## config.mk

```make
export PLATFORM = sky130hd
export DESIGN_NAME = grant_arbiter_4
export DESIGN_NICKNAME = d
export VERILOG_FILES = /design/src/rtl/arb_pkg.sv /design/src/rtl/grant_dec_2to4.sv /design/src/rtl/grant_arbiter_4.sv
export SDC_FILE = /design/constraint.sdc
export NUM_CORES = 1
export LEC_CHECK = 0
export CORE_AREA = 10 10 47 49
export DETAILED_ROUTE_END_ITERATION = 16
export DIE_AREA = 0 0 57 59
export PLACE_DENSITY_LB_ADDON = 0.2
export SYNTH_ARGS = -nofsm -noshare
export SYNTH_HDL_FRONTEND = slang
export SYNTH_SLANG_ARGS = --single-unit
```

## constraint.sdc

```tcl
create_clock -name clk -period 2.1 [get_ports clk]
set_input_delay 0.42 -clock clk [delete_from_list [all_inputs] [get_ports clk]]
set_output_delay 0.42 -clock clk [all_outputs]
set_load 0.01 [all_outputs]
```

## src/rtl/arb_pkg.sv

```systemverilog
// Shared types and the rotating-priority search for grant_arbiter_4.
// The optional forced-release feature is selected by ARB_TIMEOUT_EN.
package arb_pkg;

    localparam int ARB_N   = 4;
    localparam int ARB_IDW = 2;

    typedef enum logic [0:0] {
        IDLE = 1'b0,
        BUSY = 1'b1
    } arb_state_e;

    typedef struct packed {
        logic               found;
        logic [ARB_IDW-1:0] id;
    } arb_pick_t;

    // Walk offsets from high to low so the lowest offset from ptr wins.
    function automatic arb_pick_t rr_pick(input logic [ARB_N-1:0]   req,
                                          input logic [ARB_IDW-1:0] ptr);
        arb_pick_t          pick;
        logic [ARB_IDW-1:0] idx;
        pick.found = 1'b0;
        pick.id    = 2'b00;
        for (int k = ARB_N - 1; k >= 0; k--) begin
            idx = ptr + k[ARB_IDW-1:0];
            if (req[idx]) begin
                pick.found = 1'b1;
                pick.id    = idx;
            end else begin
                pick = pick;
            end
        end
        return pick;
    endfunction

endpackage

```

## src/rtl/grant_dec_2to4.sv

```systemverilog
// Enabled 2-to-4 one-hot decoder used to turn the owner index into grant lines.
module grant_dec_2to4
    import arb_pkg::*;
(
    input  logic [ARB_IDW-1:0] id,
    input  logic               en,
    output logic [ARB_N-1:0]   y
);

    // One-hot decode gated by the enable.
    always_comb begin
        y = 4'b0000;
        if (en) begin
            case (id)
                2'd0:    y = 4'b0001;
                2'd1:    y = 4'b0010;
                2'd2:    y = 4'b0100;
                2'd3:    y = 4'b1000;
                default: y = 4'b0000;
            endcase
        end else begin
            y = 4'b0000;
        end
    end

endmodule

```

## src/rtl/grant_arbiter_4.sv

```systemverilog
// Four-way round-robin arbiter with registered owner index and decoded one-hot grant.
// Define ARB_TIMEOUT_EN to add the MAX_HOLD forced release and the timeout port.
module grant_arbiter_4
    import arb_pkg::*;
#(
    parameter int MAX_HOLD = 16
) (
    input  logic               clk,
    input  logic               rst,
    input  logic [ARB_N-1:0]   req,
    input  logic               done,
    output logic [ARB_N-1:0]   grant,
    output logic [ARB_IDW-1:0] grant_id,
    output logic               grant_valid
`ifdef ARB_TIMEOUT_EN
    ,
    output logic               timeout
`endif
);

    if (MAX_HOLD < 2) begin : g_max_hold_check
        $error("grant_arbiter_4: MAX_HOLD must be at least 2");
    end

    arb_state_e         state_r;
    arb_state_e         state_nx_s;
    logic [ARB_IDW-1:0] ptr_r;
    logic [ARB_IDW-1:0] grant_id_r;
    arb_pick_t          pick_s;
    logic               release_s;
    logic               expire_s;
    logic               dec_en_s;

    assign pick_s    = rr_pick(req, ptr_r);
    assign release_s = done | ~req[grant_id_r];

`ifdef ARB_TIMEOUT_EN
    localparam int HOLD_W = $clog2(MAX_HOLD + 1);
    logic [HOLD_W-1:0] hold_cnt_r;
    logic              timeout_r;

    assign expire_s = (hold_cnt_r == HOLD_W'(MAX_HOLD - 1));
    assign timeout  = timeout_r;

    // Hold counter and timeout pulse; a normal release suppresses the pulse.
    always_ff @(posedge clk) begin
        if (rst) begin
            hold_cnt_r <= '0;
            timeout_r  <= 1'b0;
        end else if (state_r == BUSY) begin
            hold_cnt_r <= hold_cnt_r + 1'b1;
            timeout_r  <= expire_s & ~release_s;
        end else begin
            hold_cnt_r <= '0;
            timeout_r  <= 1'b0;
        end
    end
`else
    assign expire_s = 1'b0;
`endif

    // State register.
    always_ff @(posedge clk) begin
        if (rst) begin
            state_r <= IDLE;
        end else begin
            state_r <= state_nx_s;
        end
    end

    // Next-state logic.
    always_comb begin
        state_nx_s = state_r;
        case (state_r)
            IDLE:    state_nx_s = pick_s.found ? BUSY : IDLE;
            BUSY:    state_nx_s = (release_s | expire_s) ? IDLE : BUSY;
            default: state_nx_s = IDLE;
        endcase
    end

    // Owner index capture and pointer rotation on release.
    always_ff @(posedge clk) begin
        if (rst) begin
            ptr_r      <= 2'b00;
            grant_id_r <= 2'b00;
        end else if (state_r == IDLE) begin
            grant_id_r <= pick_s.found ? pick_s.id : grant_id_r;
        end else if (release_s | expire_s) begin
            ptr_r <= grant_id_r + 2'd1;
        end else begin
            ptr_r <= ptr_r;
        end
    end

    // Outputs derived only from registered state.
    always_comb begin
        dec_en_s    = 1'b0;
        grant_valid = 1'b0;
        if (state_r == BUSY) begin
            dec_en_s    = 1'b1;
            grant_valid = 1'b1;
        end else begin
            dec_en_s    = 1'b0;
            grant_valid = 1'b0;
        end
    end

    assign grant_id = grant_id_r;

    grant_dec_2to4 u_grant_dec (
        .id (grant_id_r),
        .en (dec_en_s),
        .y  (grant)
    );

endmodule
```

==> impl_metrics.ini <==
[clocking]
h-tree-depth = 1
cts_setup_buffers = 0
cts_tree = built
clk_latency_ns = 0.25
clock_sinks = 5
hold_buffers = 0
cts_buffers = 3
cts_buffer_depth = 2
cts_resized = 0
cts-root-buf = clkbuf_4
path_clk_slew_ns = 0.04

[finish]
n_fill_cell = 150
nets = 76
drive_gt1_frac = 0.1094
syn_to_final_growth_pct = 46.45
instances_no_fill = 80
final_util = 0.4054
num_antenna_cells = 0

[logic_synthesis]
synth-edff-count = 0
seq_area_frac_synth = 0.2581
yosysTopAreaCellShare = 0.2581
syn_area_per_cell_um2 = 8.253
synth_ff_type = dfxtp_1
synthTopCellsByCount = inv_1 (6), a21oi_1 (5), dfxtp_1 (5)
synth_top_cells_by_area = dfxtp_1 (26%), ha_1 (13%), mux2i_1 (10%)
synth.distinct_cells = 19
syn-cell-area_um2 = 387.9
yosys_register_bits = 5
synth.net_count = 58
synthesis.instances = 47
ys_warn_count = 0
synth.largest_area_cell = dfxtp_1
yosysMostFrequentCell = inv_1
async_flop_share = 0

[power]
powerDensity_nw_per_um2 = 563.6
power_leakage_nw = 0.2491
ir_drop_v = 0.0002166

[worst_setup_path]
cp.arrival_ns = 1.57
reg2reg_from = grant_id[1]
start_kind = register
rrSetupSlack_ns = 0.74
r2r_cells = 4
critPathKind = reg -> out
critPathMaxFanout = 7
required_ns = 1.68
critPathCaptureType = primary output
regToRegEndpoint = ptr_r[1]

[global_routing]
antenna_found_initial = 0
grt_usage = 0.06053
grt_pass1_vias = 353
grt_max_degree = 12
grt_overflow = 0
grt_pass1_wl_um = 1587

[timing]
slew_headroom = 0.6693
final_max_slew_viol_count = 0
max_freq_mhz = 501.7
setup_viol = 0
rsz0062_at_grt = false
fin_setup_tns_ns = 0
worst_slew_pin_slew_ns = 0.4916
period_needed_ns = 1.993
hold_viol = 0
fin_crit_sh = 0.9492
clock_skew_ns = 0.001514

[status]
status = completed

[drt]
post-route-drc-count = 0
detail-route-antenna-nets = 0
post_drt_wl_per_cell_um = 12.11
routed_wl_um = 969
via_per_inst = 4.688
drtIter0Drc = 4
num_vias = 375
firstDrtPassIters = 3

[job]
drv_cap = 0

[min_path]
holdCritPathClass = reg -> reg
holdPathStages = 2
min_from = ptr_r[0]
worstHoldEndpoint = ptr_r[0]

[placed_design]
dp_cells = 76
io_buffer_count = 13
dpl.hpwl_um = 759.2
gp_congestion = 0.7641

[floorplan]
die_w_um = 57
row_count = 14
coreArea_um2 = 1401
io_pins = 14
die_area_um2 = 3363
start_util = 0.2768
die_h_um = 59
## cells by family (layout without fill, tap and decap cells)
group / after synthesis / count (layout) / share of synthesized area
multiplexers: 4 / 4 / 0.1032
AO/OA/AOI/OAI: 13 / 13 / 0.2322
AND/OR/NAND/NOR: 14 / 14 / 0.2097
adder cells (fa/ha/maj): 4 / 4 / 0.1290
buffers and inverters: 7 / 24 / 0.06773
flip-flops: 5 / 5 / 0.2581
## worst max-delay path: stages, from the launching register on
cell and delay [ns]:
dfxtp_1 0.44, inv_1 0.10, ha_1 0.18, and2_1 0.14, clkdlybuf4s50_1 0.47
## cells in the final DEF, fill, tap and decap left out, types with 2 or more instances in the layout
master           synthesis  routed
ha_1                     4       4
nor2_1                   4       4
clkbuf_4                 0       3
or2b_1                   2       2
dfxtp_1                  5       5
clkdlybuf4s50_1          0      13
a21oi_1                  5       5
inv_1                    6       6
and2_1                   4       4
o21ai_0                  2       2
mux2i_1                  4       4
a21o_1                   2       2
## where the power goes
| group | total, mW | switching, mW | internal (mW) |
|---|---|---|---|
| clock | 0.114 | 0.0422 | 0.0720 |
| combinational | 0.0895 | 0.0374 | 0.0521 |
| sequential | 0.116 | 0.0128 | 0.104 |
| total | 0.320 | 0.0924 | 0.228 |
## metal layers
metal | share of wire | vias to the layer above | routed length, um | global-route usage
met5 | 0 | - | 0 | 0
met2 | 0.47 | 9 | 453 | 0.09922
met3 | 0.051 | 3 | 49 | 0.02575
met1 | 0.45 | 169 | 437 | 0.05826
met4 | 0.029 | 0 | 28 | 0.05034
li1 | - | 194 | - | -
## metrics by stage
stage	hold slack, ns	power, mW	setup slack, ns	cell area (um^2)
final	0.5593	0.3202	0.1067	568.0
after global routing	0.6048	0.3374	0.03446	568.0
after CTS	0.5677	0.3251	0.08622	568.0
after detailed placement	0.5592	0.2087	0.2453	541.8
after floorplan	0.4891	0.1633	0.7308	387.9
after global placement	0.5540	0.2095	0.2665	541.8
## flip-flops by register name, summed over array words and instances, names as in the netlist
signal / flops
grant_id: 2
ptr_r: 2
state_r: 1
## area by class of cell
type	count	area [um^2]	area share
clock buffer	4	26.28	0.04626
sequential	5	100.1	0.1762
multi-input combinational	35	261.5	0.4604
tap	16	20.02	0.03524
inverter	6	22.52	0.03965
timing repair buffer	14	137.6	0.2423
## how the worst max path moves through the flow
stage                            from  endpoint  cells past startpoint
after detailed placement       req[1]   state_r                      4
after global routing      grant_id[1]  grant[1]                      4
after global placement         req[1]   state_r                      4
final                     grant_id[1]  grant[1]                      4
after CTS                 grant_id[1]  grant[1]                      4
after floorplan           grant_id[0]  grant[2]                      3
Note: power is estimated with default switching activity, not from simulation.
